==> src/rtl/reduce_tree_pipe.sv <==
// Pipelined AND/OR/XOR/NOR reduction tree with valid/ready flow control.
// A register stage follows every REG_EVERY tree levels; data width halves per level.

module reduce_tree_seg #(
  parameter int WI = 2,
  parameter int LV = 1
) (
  input  logic [WI-1:0]        d,
  input  logic [1:0]           mode,
  output logic [(WI>>LV)-1:0]  q
);
  localparam int WO = WI >> LV;

  // Heap layout: leaves at [2*WI-1:WI], node i combines children 2i and 2i+1.
  logic [2*WI-1:WO] t;

  always_comb begin
    t = '0;
    t[2*WI-1:WI] = d;
    for (int i = WI-1; i >= WO; i--) begin
      case (mode)
        2'b00:   t[i] = t[2*i] & t[2*i+1];
        2'b10:   t[i] = t[2*i] ^ t[2*i+1];
        default: t[i] = t[2*i] | t[2*i+1];
      endcase
    end
  end

  assign q = t[2*WO-1:WO];
endmodule

module reduce_tree_pipe #(
  parameter int N         = 11,
  parameter int REG_EVERY = 1
) (
  input  logic         clk,
  input  logic         rst,
  input  logic         in_valid,
  output logic         in_ready,
  input  logic [N-1:0] x,
  input  logic [1:0]   mode,
  output logic         out_valid,
  input  logic         out_ready,
  output logic         red_out,
  output logic [1:0]   out_mode
);
  localparam int L = $clog2(N);
  localparam int S = (L + REG_EVERY - 1) / REG_EVERY;
  localparam int P = 1 << L;

  logic [P-1:0]     leaf;
  logic [S:0]       vld_pipe;
  logic [S+1:1]     rdy;
  logic [S:0][1:0]  mode_pipe;

  // Pads are the identity of the level function: 1 for AND, 0 otherwise.
  always_comb begin
    leaf        = {P{mode == 2'b00}};
    leaf[N-1:0] = x;
  end

  assign vld_pipe[0]  = in_valid;
  assign mode_pipe[0] = mode;
  assign rdy[S+1]     = out_ready;
  assign in_ready     = rdy[1];

  for (genvar g = 0; g < S; g++) begin : stg
    localparam int LO = g * REG_EVERY;
    localparam int HI = ((g+1) * REG_EVERY < L) ? (g+1) * REG_EVERY : L;
    localparam int WI = 1 << (L - LO);
    localparam int WO = 1 << (L - HI);

    logic [WI-1:0] d;
    logic [WO-1:0] r, nxt, q;
    logic [1:0]    m;
    logic          v;

    if (g == 0) begin : g_first
      assign d = leaf;
    end else begin : g_rest
      assign d = stg[g-1].q;
    end

    reduce_tree_seg #(.WI(WI), .LV(HI - LO)) u_seg (
      .d    (d),
      .mode (mode_pipe[g]),
      .q    (r)
    );

    // NOR rides the OR tree and is inverted only when entering the last stage.
    if (g == S-1) begin : g_last
      assign nxt = r ^ {WO{mode_pipe[g] == 2'b11}};
    end else begin : g_mid
      assign nxt = r;
    end

    assign rdy[g+1]       = !v || rdy[g+2];
    assign vld_pipe[g+1]  = v;
    assign mode_pipe[g+1] = m;

    always_ff @(posedge clk or posedge rst) begin
      if (rst) begin
        v <= 1'b0;
        m <= 2'b00;
        q <= '0;
      end else if (rdy[g+1]) begin
        v <= vld_pipe[g];
        if (vld_pipe[g]) begin
          q <= nxt;
          m <= mode_pipe[g];
        end
      end
    end
  end

  assign out_valid = vld_pipe[S];
  assign out_mode  = mode_pipe[S];
  assign red_out   = stg[S-1].q[0];
endmodule

==> config.mk <==
export PLATFORM = sky130hd
export DESIGN_NAME = reduce_tree_pipe
export DESIGN_NICKNAME = d
export VERILOG_FILES = /design/src/rtl/reduce_tree_pipe.sv
export SDC_FILE = /design/constraint.sdc
export NUM_CORES = 1
export LEC_CHECK = 0
export BUFFER_PORTS_ARGS = -buffer_cell sky130_fd_sc_hd__buf_2
export CORE_AREA = 4 4 74 76
export DETAILED_ROUTE_END_ITERATION = 7
export DIE_AREA = 0 0 78 80
export HOLD_SLACK_MARGIN = 0.15
export PLACE_DENSITY_LB_ADDON = 0.2
export SLEW_MARGIN = 20
export SYNTH_ARGS = -nofsm -noshare
export SYNTH_HDL_FRONTEND = slang
export SYNTH_HIERARCHICAL = 1
export SYNTH_SLANG_ARGS = --single-unit
export TNS_END_PERCENT = 20
==> constraint.sdc <==
create_clock -name clk -period 3.8 [get_ports clk]
set_clock_uncertainty 0.05 [all_clocks]
set_input_delay 0.38 -clock clk [delete_from_list [all_inputs] [get_ports clk]]
set_output_delay 0.38 -clock clk [all_outputs]
set_load 0.05 [all_outputs]
==> flow_summary.json, run 1 <==
{
  "cts.htree.levels": 1,
  "first_pass_iters": 4,
  "route.detailed.drc": 0,
  "ys_seq_area_frac": 0.364,
  "ys_ff_latch": 27,
  "cp_data_required_time_ns": 3.37,
  "synth.avg_cell_area_um2": 11.4,
  "comb_power_share": 0.396,
  "rr_endpoint": "stg[0].q[0]",
  "r2r_cells": 3,
  "dr_wl_met2_um": 1500,
  "setup_violations": 0,
  "cts_root_buf": "clkbuf_8",
  "cts_buffers": 3,
  "wl_met3_um": 60,
  "place_ws_ns": 1.66,
  "start_util": 0.393,
  "synth_cell_type_count": 20,
  "num_vias": 1128,
  "antenna_cells": 0,
  "holdWs_ns": 0.105,
  "rrSetupSlack_ns": 2.29,
  "fin_crit_ns": 1.86,
  "drt_iter0_drc": 46,
  "grtUsageTotal": 0.0983,
  "power.leakage_nw": 1.12,
  "cp_max_fo": 4,
  "seq_power_share": 0.444,
  "synth_warnings": 6,
  "fp.dieH_um": 80,
  "drive_gt1_frac": 0.277,
  "routed_via_density": 4.49,
  "dp_hpwl_um": 2250,
  "multi_input_area_um2": 1030,
  "clk_pin_slew_ns": 0.10,
  "wire_per_inst_um": 11.4,
  "antenna_found_initial": 0,
  "worstHoldPathType": "input pin to asynchronous set/reset pin",
  "hold_viol": 0,
  "status": "finished clean",
  "post_cts_resized": 0,
  "io_buffers": 21,
  "pin_count": 22,
  "grt_pass1_vias": 1179,
  "antenna_left": 0,
  "critPathLaunchType": "flip-flop",
  "period_share": 0.489,
  "clk_path_buf_depth": 2,
  "layout_commonest_cell": "inv_1",
  "synth_cells": 163,
  "nets": 232,
  "routed.top_layer": "met4",
  "synth_top_area_frac": 0.364,
  "power_switching_uw": 373,
  "syn_nets": 210,
  "die_area_um2": 6240,
  "synth_area_um2": 1860,
  "drv_cap": 0,
  "tns_ns": 0,
  "ys_top_cells_by_area": "dfrtp_1 (36%), ha_1 (20%), mux2i_1 (16%), mux2_2 (13%), inv_1 (6.7%)",
  "end_kind": "output pin",
  "grt_pass1_wl_um": 5000,
  "rsz0062_at_grt": "false",
  "rows": 25,
  "final_cell_mix": "inv_1 (32), mux2i_1 (30), ha_1 (30)",
  "gp_congestion": 0.723,
  "core-area_um2": 4720,
  "yosys.area.top_type": "dfrtp_1",
  "p_int_uw": 644,
  "critical_path.startpoint": "stg[2].v",
  "grt_overflow": 0,
  "routed_wl_um": 2850,
  "swShare": 0.367,
  "finalPower_mw": 1.02,
  "syn2layout_area_growth_pct": 11.3,
  "post-cts-setup-buffer-count": 0,
  "n_fill_cell": 455,
  "final_max_slew_viol_count": 0,
  "r2r_start": "stg[2].v",
  "peakVddDrop_mv": 0.171,
  "setup.worst_path.class": "flip-flop to output pin",
  "grt_max_degree": 28,
  "regArea_um2": 676,
  "met1Wirelength_um": 1260,
  "cts_tree": "yes",
  "fp.dieW_um": 78,
  "crit_arrival_ns": 1.43,
  "holdBufCountCts": 0,
  "cts.sinks": 27,
  "worstMarginPinSlew_ns": 0.578,
  "clkLatencyLatePin_ns": 0.27,
  "max_freq_mhz": 538,
  "power_density_nw_per_um2": 492,
  "p_clk_frac": 0.160,
  "slew_headroom": 0.614,
  "setup_ws_ns": 1.94
}
registers in the layout (all words and copies together), names as in the netlist:
| name | flops |
|---|---|
| stg.m | 6 |
| out_valid | 1 |
| red_out | 1 |
| stg.q | 14 |
| out_mode | 2 |
| stg.v | 3 |
power by group through the flow:
stage | clock network, mW | registers (mW) | logic, mW
after floorplan | 0 | 0.497 | 0.273
after global placement | 0 | 0.456 | 0.389
after detailed placement | 0 | 0.461 | 0.408
after CTS | 0.168 | 0.454 | 0.412
after global routing | 0.178 | 0.465 | 0.454
final | 0.163 | 0.451 | 0.402
area by class of cell:
type,instances,share of cell area
inverter,33,0.0599
timing repair buffer,21,0.0508
clock buffer,3,0.0200
multi-input combinational,99,0.500
sequential,27,0.327
tap,67,0.0405
clock inverter,1,0.00242
synth_stat cells (all sizes together):
master / count
inv: 33
nand2: 5
mux2: 22
clkbuf: 2
mux2i: 30
dfrtp: 27
buf: 2
a21o: 1
ha: 30
nand4b: 1
nand2b: 2
o21ai: 4
nor2: 1
xor2: 1
nor2b: 1
or2: 1
critical path, cell delays in order, from the launching register on:
cell,delay [ns]
dfrtp_1,0.42
nand4b_2,0.19
or2_2,0.32
buf_2,0.22
worst max-delay path by stage:
stage                              to  slack (ns)  cells after the start
after floorplan              in_ready        2.03                      2
after CTS                    in_ready        1.94                      3
after global routing      stg[0].q[7]        1.79                      7
after global placement    stg[0].q[7]        1.74                      7
after detailed placement  stg[0].q[6]        1.66                      7
final                        in_ready        1.94                      3
logic make-up after synthesis:
family / after synthesis / synth area share
simple gates: 11 / 0.0337
mux: 52 / 0.295
flops: 27 / 0.364
xor+xnor: 1 / 0.00471
buf+inv: 37 / 0.0801
compound gates: 5 / 0.0209
fa+ha+maj: 30 / 0.202
per-layer routing:
layer	GRT usage	vias to the layer above
met5	0	-
met2	0.184	11
met1	0.113	540
met3	0.0135	2
li1	-	575
met4	0.0367	0
stage by stage:
step | util | instance area (um2) | instances
floorplan | - | 1860 | 163
global placement | 0.428 | 2020 | 247
detailed placement | 0.428 | 2020 | 247
CTS | 0.438 | 2070 | 251
global route | 0.438 | 2070 | 251
finish | 0.438 | 2070 | 251
Power figures use the tool's default switching activity.
==> inputs of run 2 (changes only) <==
Clock period 3.8 ns to 1.7 ns, I/O delays scaled along.
==> flow_summary.json, run 2 (synthesized netlist as in run 1, its figures left out) <==
{
  "fp.dieW_um": 78,
  "antenna_found_initial": 0,
  "cts.sinks": 27,
  "routed_via_density": 4.52,
  "cts_tree": "yes",
  "cp_data_required_time_ns": 1.48,
  "grt_pass1_wl_um": 5150,
  "drt_iter0_drc": 33,
  "setup.worst_path.class": "flip-flop to output pin",
  "post-cts-setup-buffer-count": 0,
  "grtUsageTotal": 0.101,
  "largest-register": "stg.q",
  "antenna_cells": 0,
  "cts.htree.levels": 1,
  "critPathLaunchType": "flip-flop",
  "slew_headroom": 0.739,
  "holdWs_ns": 0.189,
  "final_cell_area_um2": 2130,
  "drive_gt1_frac": 0.289,
  "antenna_left": 0,
  "power.leakage_nw": 1.16,
  "max_freq_mhz": 620,
  "place_ws_ns": 0.0365,
  "critPathSlowestCell": "dfrtp_1",
  "pin_count": 22,
  "io_buffers": 21,
  "die_area_um2": 6240,
  "cts_root_buf": "clkbuf_8",
  "nets": 238,
  "grt_max_degree": 28,
  "fin_crit_ns": 1.61,
  "cp_num_buf_inv": 1,
  "dp_hpwl_um": 2300,
  "num_vias": 1162,
  "worstPathCellList": "nand4b_4 > or2_2 > buf_2",
  "end_kind": "output pin",
  "tns_ns": 0,
  "dpl_cell_area_um2": 2050,
  "status": "finished clean",
  "cp_max_fo": 4,
  "worstHoldPathType": "input pin to flip-flop",
  "start_util": 0.393,
  "cp_top_family": "simple AND/OR/NAND/NOR gates",
  "first_pass_iters": 4,
  "grt_pass1_vias": 1212,
  "crit_arrival_ns": 1.39,
  "fp.dieH_um": 80,
  "clkLatencyLatePin_ns": 0.27,
  "setup_ws_ns": 0.0869,
  "syn2layout_area_growth_pct": 14.5,
  "biggestRegsByFlops": "stg.q x14, stg.m x6, stg.v x3",
  "clk_path_buf_depth": 2,
  "route.detailed.drc": 0,
  "hold_viol": 0,
  "period_share": 0.949,
  "worstMarginPinSlew_ns": 0.390,
  "n_fill_cell": 449,
  "core-area_um2": 4720,
  "drv_cap": 0,
  "wire_per_inst_um": 11.2,
  "final_cell_mix": "inv_1 (33), mux2i_1 (30), ha_1 (30)",
  "layout_commonest_cell": "inv_1",
  "routed_wl_um": 2870,
  "clk_pin_slew_ns": 0.09,
  "cp_slowest_stage_delay_ns": 0.44,
  "power_density_nw_per_um2": 1070,
  "peakVddDrop_mv": 0.549,
  "grt_overflow": 0,
  "rsz0062_at_grt": "false",
  "final_max_slew_viol_count": 0,
  "rows": 25,
  "setup_violations": 0,
  "largest_reg_flops": 14,
  "cts_buffers": 3,
  "gp_congestion": 0.672
}
run 2: cell count changes in the layout (fill, tap and decap cells not counted):
cell / before / now
inv_2: 1 / 0
dfrtp_1: 27 / 26
inv_1: 32 / 33
dfrtp_2: 0 / 1
nand4b_4: 0 / 1
dlygate4sd3_1: 0 / 2
buf_4: 0 / 4
nand4b_2: 1 / 0
run 2: worst register-to-register path, delay by kind of cell (launching register included):
kind	cells	cell delay [ns]
simple gates	1	0.16
flops	1	0.44
mux	1	0.39
compound gates	1	0.33
run 2: worst paths after layout:
check	startpoint	cells after the start	endpoint	slack [ns]
max	stg[2].v	3	in_ready	0.09
min	out_ready	3	out_valid	0.19
max reg2reg	stg[2].v	3	stg[0].q[0]	0.22
min reg2reg	out_mode[1]	1	out_mode[1]	0.46
max in group asynchronous	rst	4	out_valid	0.89
min in group asynchronous	rst	4	stg[2].v	0.44
run 2: routing by layer:
metal	routed length, um	GRT usage	share of wire	up-vias
li1	-	-	-	588
met1	1160	0.106	0.40	553
met2	1600	0.198	0.56	19
met3	98	0.0339	0.034	2
met4	8	0.0175	0.0028	0
met5	0	0	0	-
run 2: metrics by stage:
stage,instances,utilization,power (mW)
final,257,0.451,2.28
after global routing,257,0.451,2.48
after CTS,257,0.449,2.32
after detailed placement,251,0.435,1.95
after global placement,251,0.435,1.90
after floorplan,163,-,1.72
run 2: where the power goes:
part	switching [mW]	internal [mW]
clock	0.196	0.164
combinational	0.464	0.441
sequential	0.172	0.841
run 2: cell type report:
class	instances	area, um2	area share
clock buffers	3	41.3	0.0194
flip-flops and latches	27	677	0.318
multi-input cells	99	1040	0.490
inverters	33	124	0.0582
well taps	67	83.8	0.0394
repair buffers	27	155	0.0729
clock inverters	1	5.00	0.00235
run 2: repair_timing:
item / 4_1_cts / 5_1_grt
setup endpoints to repair: 0 / 1
hold buffers: 2 / 0
endpoints found under the hold margin: 28 / 0
gates resized for setup: 0 / 1
